==> src/rtl/cmd_rr_arbiter.sv <==
// Purpose : round-robin arbiter sharing one dut slave command port between NUM_REQ requesters.
// Latency : 1 cycle (beat accepted in cycle N is driven on out_* in cycle N+1).
// Backpr. : none downstream; upstream sees a combinational req_ready (transfer = valid & ready).
//
// Ports
//   clk, rst                          clock and synchronous active-high reset
//   req_valid/req_last [NUM_REQ]      per-requester beat valid and end-of-burst marker
//   req_cmd/adr/data                  packed per-requester beat fields, requester i at [i*W +: W]
//   req_ready [NUM_REQ]               combinational accept for each requester
//   out_cmd/adr/data                  registered beat to the dut slave; out_cmd==0 is idle
//   grant_id                          requester that owns the beat currently on out_*
//   busy                              high while a burst holds the lock
//   burst_cut                         one-cycle pulse after a burst is force-released at MAX_BURST
//
// A requester that wins arbitration with req_last low takes a lock and keeps the
// port until it presents req_last or until MAX_BURST beats have been forwarded.
// Dropping req_valid while locked only inserts bubbles; it never releases the lock.

module cmd_rr_arbiter #(
    parameter int NUM_REQ   = 3,
    parameter int CMD_W     = 2,
    parameter int ADR_W     = 4,
    parameter int DATA_W    = 8,
    parameter int MAX_BURST = 4,
    localparam int ID_W     = (NUM_REQ > 1) ? $clog2(NUM_REQ) : 1,
    localparam int CNT_W    = $clog2(MAX_BURST + 1)
) (
    input  logic                        clk,
    input  logic                        rst,
    input  logic [NUM_REQ-1:0]          req_valid,
    input  logic [NUM_REQ-1:0]          req_last,
    input  logic [NUM_REQ*CMD_W-1:0]    req_cmd,
    input  logic [NUM_REQ*ADR_W-1:0]    req_adr,
    input  logic [NUM_REQ*DATA_W-1:0]   req_data,
    output logic [NUM_REQ-1:0]          req_ready,
    output logic [CMD_W-1:0]            out_cmd,
    output logic [ADR_W-1:0]            out_adr,
    output logic [DATA_W-1:0]           out_data,
    output logic [ID_W-1:0]             grant_id,
    output logic                        busy,
    output logic                        burst_cut
);

    typedef enum logic {
        IDLE   = 1'b0,
        LOCKED = 1'b1
    } state_t;

    // ------------------------------------------------------------------
    // State
    // ------------------------------------------------------------------
    state_t             state_q,     state_d;
    logic [ID_W-1:0]    rr_ptr_q,    rr_ptr_d;
    logic [CNT_W-1:0]   beat_cnt_q,  beat_cnt_d;
    logic [ID_W-1:0]    owner_q,     owner_d;
    logic [CMD_W-1:0]   out_cmd_q,   out_cmd_d;
    logic [ADR_W-1:0]   out_adr_q,   out_adr_d;
    logic [DATA_W-1:0]  out_data_q,  out_data_d;
    logic [ID_W-1:0]    grant_id_q,  grant_id_d;
    logic               burst_cut_q, burst_cut_d;

    // ------------------------------------------------------------------
    // Unpack the per-requester fields so the beat mux indexes arrays
    // rather than computed part-selects.
    // ------------------------------------------------------------------
    logic [CMD_W-1:0]   cmd_a  [NUM_REQ];
    logic [ADR_W-1:0]   adr_a  [NUM_REQ];
    logic [DATA_W-1:0]  data_a [NUM_REQ];

    for (genvar gi = 0; gi < NUM_REQ; gi++) begin : g_unpack
        assign cmd_a[gi]  = req_cmd [gi*CMD_W  +: CMD_W];
        assign adr_a[gi]  = req_adr [gi*ADR_W  +: ADR_W];
        assign data_a[gi] = req_data[gi*DATA_W +: DATA_W];
    end

    // Pointer to the requester after p, wrapping at NUM_REQ-1.
    // With a single requester this always yields 0.
    function automatic logic [ID_W-1:0] next_ptr(input logic [ID_W-1:0] p);
        if (int'(p) >= NUM_REQ - 1) begin
            return '0;
        end
        return p + ID_W'(1);
    endfunction

    // ------------------------------------------------------------------
    // Round-robin search: first valid requester at or above rr_ptr, with
    // wrap. Only used while IDLE; in LOCKED the owner is fixed.
    // ------------------------------------------------------------------
    logic               found;
    logic [ID_W-1:0]    win;
    int                 idx;

    always_comb begin
        found = 1'b0;
        win   = '0;
        idx   = 0;
        for (int k = 0; k < NUM_REQ; k++) begin
            idx = int'(rr_ptr_q) + k;
            if (idx >= NUM_REQ) begin
                idx = idx - NUM_REQ;
            end
            if (!found && req_valid[ID_W'(idx)]) begin
                found = 1'b1;
                win   = ID_W'(idx);
            end
        end
    end

    // ------------------------------------------------------------------
    // Next-state, ready generation and output datapath
    // ------------------------------------------------------------------
    logic [ID_W-1:0]    sel;
    logic               xfer;

    always_comb begin
        state_d     = state_q;
        rr_ptr_d    = rr_ptr_q;
        beat_cnt_d  = beat_cnt_q;
        owner_d     = owner_q;
        out_cmd_d   = '0;             // bubble unless a beat transfers
        out_adr_d   = out_adr_q;
        out_data_d  = out_data_q;
        grant_id_d  = grant_id_q;
        burst_cut_d = 1'b0;
        req_ready   = '0;
        sel         = owner_q;

        // No ready is ever offered while reset is asserted, so an
        // interrupted burst cannot leak a beat through the reset cycle.
        if (!rst) begin
            case (state_q)
                IDLE: begin
                    if (found) begin
                        req_ready[win] = 1'b1;
                        sel            = win;
                    end
                end
                LOCKED: begin
                    req_ready[owner_q] = req_valid[owner_q];
                end
                default: begin
                    req_ready = '0;
                end
            endcase
        end

        xfer = |(req_ready & req_valid);

        if (xfer) begin
            out_cmd_d  = cmd_a[sel];
            out_adr_d  = adr_a[sel];
            out_data_d = data_a[sel];
            grant_id_d = sel;

            case (state_q)
                IDLE: begin
                    // A single-beat grant (or a one-beat burst limit) never
                    // takes the lock; the pointer simply moves past the winner.
                    if (req_last[sel] || (MAX_BURST == 1)) begin
                        rr_ptr_d = next_ptr(sel);
                    end else begin
                        state_d    = LOCKED;
                        owner_d    = sel;
                        beat_cnt_d = CNT_W'(1);
                    end
                end
                LOCKED: begin
                    if (req_last[sel]) begin
                        state_d    = IDLE;
                        rr_ptr_d   = next_ptr(owner_q);
                        beat_cnt_d = '0;
                    end else if (int'(beat_cnt_q) + 1 == MAX_BURST) begin
                        // Burst limit reached without last: release so the
                        // others get a turn. The owner resumes on its next win.
                        state_d     = IDLE;
                        rr_ptr_d    = next_ptr(owner_q);
                        beat_cnt_d  = '0;
                        burst_cut_d = 1'b1;
                    end else begin
                        beat_cnt_d = beat_cnt_q + CNT_W'(1);
                    end
                end
                default: begin
                    state_d = IDLE;
                end
            endcase
        end
    end

    // ------------------------------------------------------------------
    // Registers
    // ------------------------------------------------------------------
    always_ff @(posedge clk) begin
        if (rst) begin
            state_q     <= IDLE;
            rr_ptr_q    <= '0;
            beat_cnt_q  <= '0;
            owner_q     <= '0;
            out_cmd_q   <= '0;
            out_adr_q   <= '0;
            out_data_q  <= '0;
            grant_id_q  <= '0;
            burst_cut_q <= 1'b0;
        end else begin
            state_q     <= state_d;
            rr_ptr_q    <= rr_ptr_d;
            beat_cnt_q  <= beat_cnt_d;
            owner_q     <= owner_d;
            out_cmd_q   <= out_cmd_d;
            out_adr_q   <= out_adr_d;
            out_data_q  <= out_data_d;
            grant_id_q  <= grant_id_d;
            burst_cut_q <= burst_cut_d;
        end
    end

    assign out_cmd   = out_cmd_q;
    assign out_adr   = out_adr_q;
    assign out_data  = out_data_q;
    assign grant_id  = grant_id_q;
    assign busy      = (state_q == LOCKED);
    assign burst_cut = burst_cut_q;

endmodule

==> config.mk <==
export PLATFORM = sky130hd
export DESIGN_NAME = cmd_rr_arbiter
export DESIGN_NICKNAME = d
export VERILOG_FILES = /design/src/rtl/cmd_rr_arbiter.sv
export SDC_FILE = /design/constraint.sdc
export NUM_CORES = 1
export LEC_CHECK = 0
export ABC_CLOCK_PERIOD_IN_PS = 7600
export CAP_MARGIN = 30
export CORE_ASPECT_RATIO = 0.75
export CORE_MARGIN = 1
export CORE_UTILIZATION = 46
export CTS_CLUSTER_SIZE = 12
export DETAILED_ROUTE_END_ITERATION = 8
export PLACE_DENSITY = 0.95
export SETUP_SLACK_MARGIN = 0.4
export SLEW_MARGIN = 5
export SYNTH_ARGS = -nofsm -noshare
export SYNTH_HDL_FRONTEND = slang
export SYNTH_SLANG_ARGS = --single-unit
==> constraint.sdc <==
create_clock -name clk -period 7.6 [get_ports clk]
set_input_delay 1.52 -clock clk [delete_from_list [all_inputs] [get_ports clk]]
set_output_delay 1.52 -clock clk [all_outputs]
set_load 0.05 [all_outputs]
==> run_results.csv <==
group,metric,value,unit
drt,vias,1889,
synthesis,ys.flop_type,"dfxtp_1",
synthesis,synth_top_area_frac,0.2996,
synthesis,synthesis.nets,257,
power_and_ir_drop,leakagePower,0.9797,nW
placement,dp_cells,299,
placement,port_buffers,70,
synthesis,synth_area_leaders,"dfxtp_1 (30%), mux2i_1 (13%), nor2_1 (7.2%)",
power_and_ir_drop,powerDensity,499.8,nW/um2
drt,routedWlPerCell,17.10,um
placement,hpwlAfterDp,3.774,mm
setup_path,max_stage_delay,0.79,ns
timing,post-route-min-period,5.861,ns
setup_path,path_max_fanout,6,
grt,gr-usage-all-layers,0.2666,
layout,syn_to_final_growth,44.94,%
setup_path,crit_path_frequent_cell,"clkdlybuf4s50_1",
outcome,status,"completed",
setup_path,critPathLaunchType,"input pin",
floorplanning,num_io_pins,71,
setup_path,rrSetupSlack,4.08,ns
clock_tree,cts_max_level,1,
min_path,min_from,"out_data[3]",
floorplanning,rows,18,
layout,nNetsFinal,321,
grt,grt_max_degree,24,
layout,final_cells,304,
layout,layout-drive-gt1-share,0.06439,
layout,diodes,0,
setup_path,rr_worst_depth,11,
clock_tree,cts_sinks,25,
setup_path,end_kind,"output pin",
setup_path,reg2reg_to,"owner_q[1]",
grt,grt_pass1_wl,7.831,mm
synthesis,ys_seq_elements,25,
placement,gp_congestion,0.9038,
timing,fin_ws,1.739,ns
synthesis,synth_seq_area_share,0.2996,
timing,finalCritPeriodShare,0.7712,
layout,design_area,2421,um2
timing,worst_pin_slew,0.9154,ns
drt,drt_iter0_markers,248,
floorplanning,die_w,71.58,um
clock_tree,cts_tree,"built",
setup_path,cp.required,6.08,ns
grt,overflow,0,
floorplanning,start_util,0.4944,
drt,drt_wl_total,5.199,mm
timing,drv_slew,0,
setup_path,reg2reg_from,"rr_ptr_q[0]",
clock_tree,worstSkewPairLatency,0.27,ns
min_path,min_path_cells,2,
floorplanning,die_area,3879,um2
drt,drc,0,
drt,firstDrtPassIters,5,
clock_tree,cts-root-buf,"clkbuf_8",
timing,rsz0062_at_grt,"false",
setup_path,worst-setup-path-type,"in -> out",
floorplanning,core,3378,um2
clock_tree,numCtsBuffers,3,
synthesis,synth_cells,201,
power_and_ir_drop,ir_worst_vdd,0.3443,mV
synthesis,ys.warnings.count,0,
clock_tree,clock_path_buffers,2,
layout,final_util,0.7167,
timing,relSlewSlack,0.3878,
setup_path,cp_slowest_cell,"clkdlybuf4s50_1",
clock_tree,ctsHoldBuffers,0,
timing,finalSetupTns,0,ns
job,maxCapViolations,0,
timing,hold_viol,0,
synthesis,synth.cell_area,1670,um2
synthesis,async_reset_ff_frac,0,
floorplanning,floorplan.die.height,54.19,um
grt,grt_pass1_vias,1627,
min_path,hold_class,"reg -> reg",
min_path,hold_path_end,"out_data[3]",
synthesis,synth_edf_count,0,
synthesis,synth_cell_types,51,
clock_tree,path_clk_slew,0.08,ns
placement,postPlaceCellArea,2367,um2
drt,ant_nets,0,
timing,max_freq,170.6,MHz
timing,setup_viol,0,
setup_path,worst_ep_arrival_time,4.34,ns
placement,dpl_worst_slack,1.575,ns
synthesis,synth_largest_area_cell,"dfxtp_1",
grt,antenna_found_initial,0,
timing,clock_skew,0.002210,ns
setup_path,path_cells,"clkdlybuf4s50_1 -> mux2i_1 -> o22ai_1 -> a2111o_1 -> a22o_1 -> nor2b_2 -> and2_1 -> clkdlybuf4s50_1",
clock_tree,ctsResizeCount,0,
drt,via_per_inst,6.214,
layout,n_fill_cell,254,
clock_tree,cts_setup_buffers,0,
synthesis,avgSynthCellArea,8.310,um2
## report_power, final
group	switching, mW	internal, mW
clock network	0.0428	0.0372
logic	0.574	0.324
registers	0.0447	0.187
## per-stage QoR
| stage | power (mW) | hold WS (ns) |
|---|---|---|
| floorplan | 0.8907 | 0.4836 |
| global placement | 1.084 | 0.4709 |
| detailed placement | 1.107 | 0.4797 |
| CTS | 1.193 | 0.5025 |
| global route | 1.284 | 0.5371 |
| finish | 1.210 | 0.5055 |
## cell usage after synthesis, drive strengths merged (2+ instances only)
cell / number
o41ai: 3
buf: 9
and3: 2
nor2: 32
nor3: 13
clkbuf: 4
a211oi: 16
o21a: 2
o221ai: 3
dfxtp: 25
a31oi: 2
nand2: 10
nand3: 5
nand3b: 2
a32o: 2
o22ai: 2
nand2b: 3
inv: 5
a21oi: 8
and2: 2
o21ai: 4
ha: 6
mux2i: 21
## kinds of logic after synthesis
family          count (synthesis)  share of synthesized area
mux                            22                     0.1326
simple gates                   74                     0.2075
compound gates                 55                     0.2614
fa+ha+maj                       6                    0.04494
buf+inv                        19                    0.05393
flops                          25                     0.2996
## placed cells by master (no fill, tap or decap), types with 2 or more instances in the layout
cell,synthesis,routed
ha_1,6,6
dfxtp_1,25,25
o21ai_1,2,2
o221ai_1,3,3
o41ai_1,2,2
nand2b_1,3,3
nor3_1,13,13
clkdlybuf4s50_1,0,70
o22ai_1,2,2
inv_1,5,5
nand2_1,10,10
a211oi_1,14,14
nand3b_1,2,2
clkbuf_8,0,3
nor2_1,32,32
a32o_1,2,2
o21ai_0,2,2
nand3_1,5,5
mux2i_1,21,21
a21oi_1,8,8
## per-layer routing
layer | vias to the layer above | part of all wire | GRT usage
met1 | 904 | 0.42 | 0.3610
li1 | 878 | - | -
met3 | 13 | 0.075 | 0.06367
met5 | - | 0 | 0
met2 | 94 | 0.49 | 0.4270
met4 | 0 | 0.017 | 0.07843
## sequential cells by signal, indices dropped and copies added, names as in the netlist
register	flops
beat_cnt_q	3
burst_cut	1
busy	1
grant_id	2
out_adr	4
out_cmd	2
out_data	8
owner_q	2
rr_ptr_q	2
## cell type report
class / instances / area, um2 / share of cell area
Clock buffer: 3 / 41.29 / 0.01705
Clock inverter: 1 / 7.507 / 0.003101
Inverter: 6 / 22.52 / 0.009302
Multi-Input combinational cell: 157 / 1086 / 0.4486
Sequential cell: 25 / 500.5 / 0.2067
Tap cell: 40 / 50.05 / 0.02067
Timing Repair Buffer: 72 / 713.2 / 0.2946
## worst max-delay path by stage
stage / startpoint / end / slack [ns] / cells past startpoint
floorplan: rst / req_ready[1] / 2.42 / 1
global placement: rst / req_ready[1] / 1.70 / 3
detailed placement: rst / req_ready[1] / 1.58 / 3
CTS: rst / req_ready[1] / 1.56 / 3
global route: req_valid[2] / req_ready[0] / 1.64 / 8
finish: req_valid[2] / req_ready[0] / 1.74 / 8
## critical path, delay by kind of cell
kind,cells,cell delay (ns)
AO/OA/AOI/OAI,3,0.90
AND/OR/NAND/NOR,2,0.38
multiplexers,1,0.23
buffers and inverters,2,1.30
No activity file was read; power rests on OpenSTA's default activity.
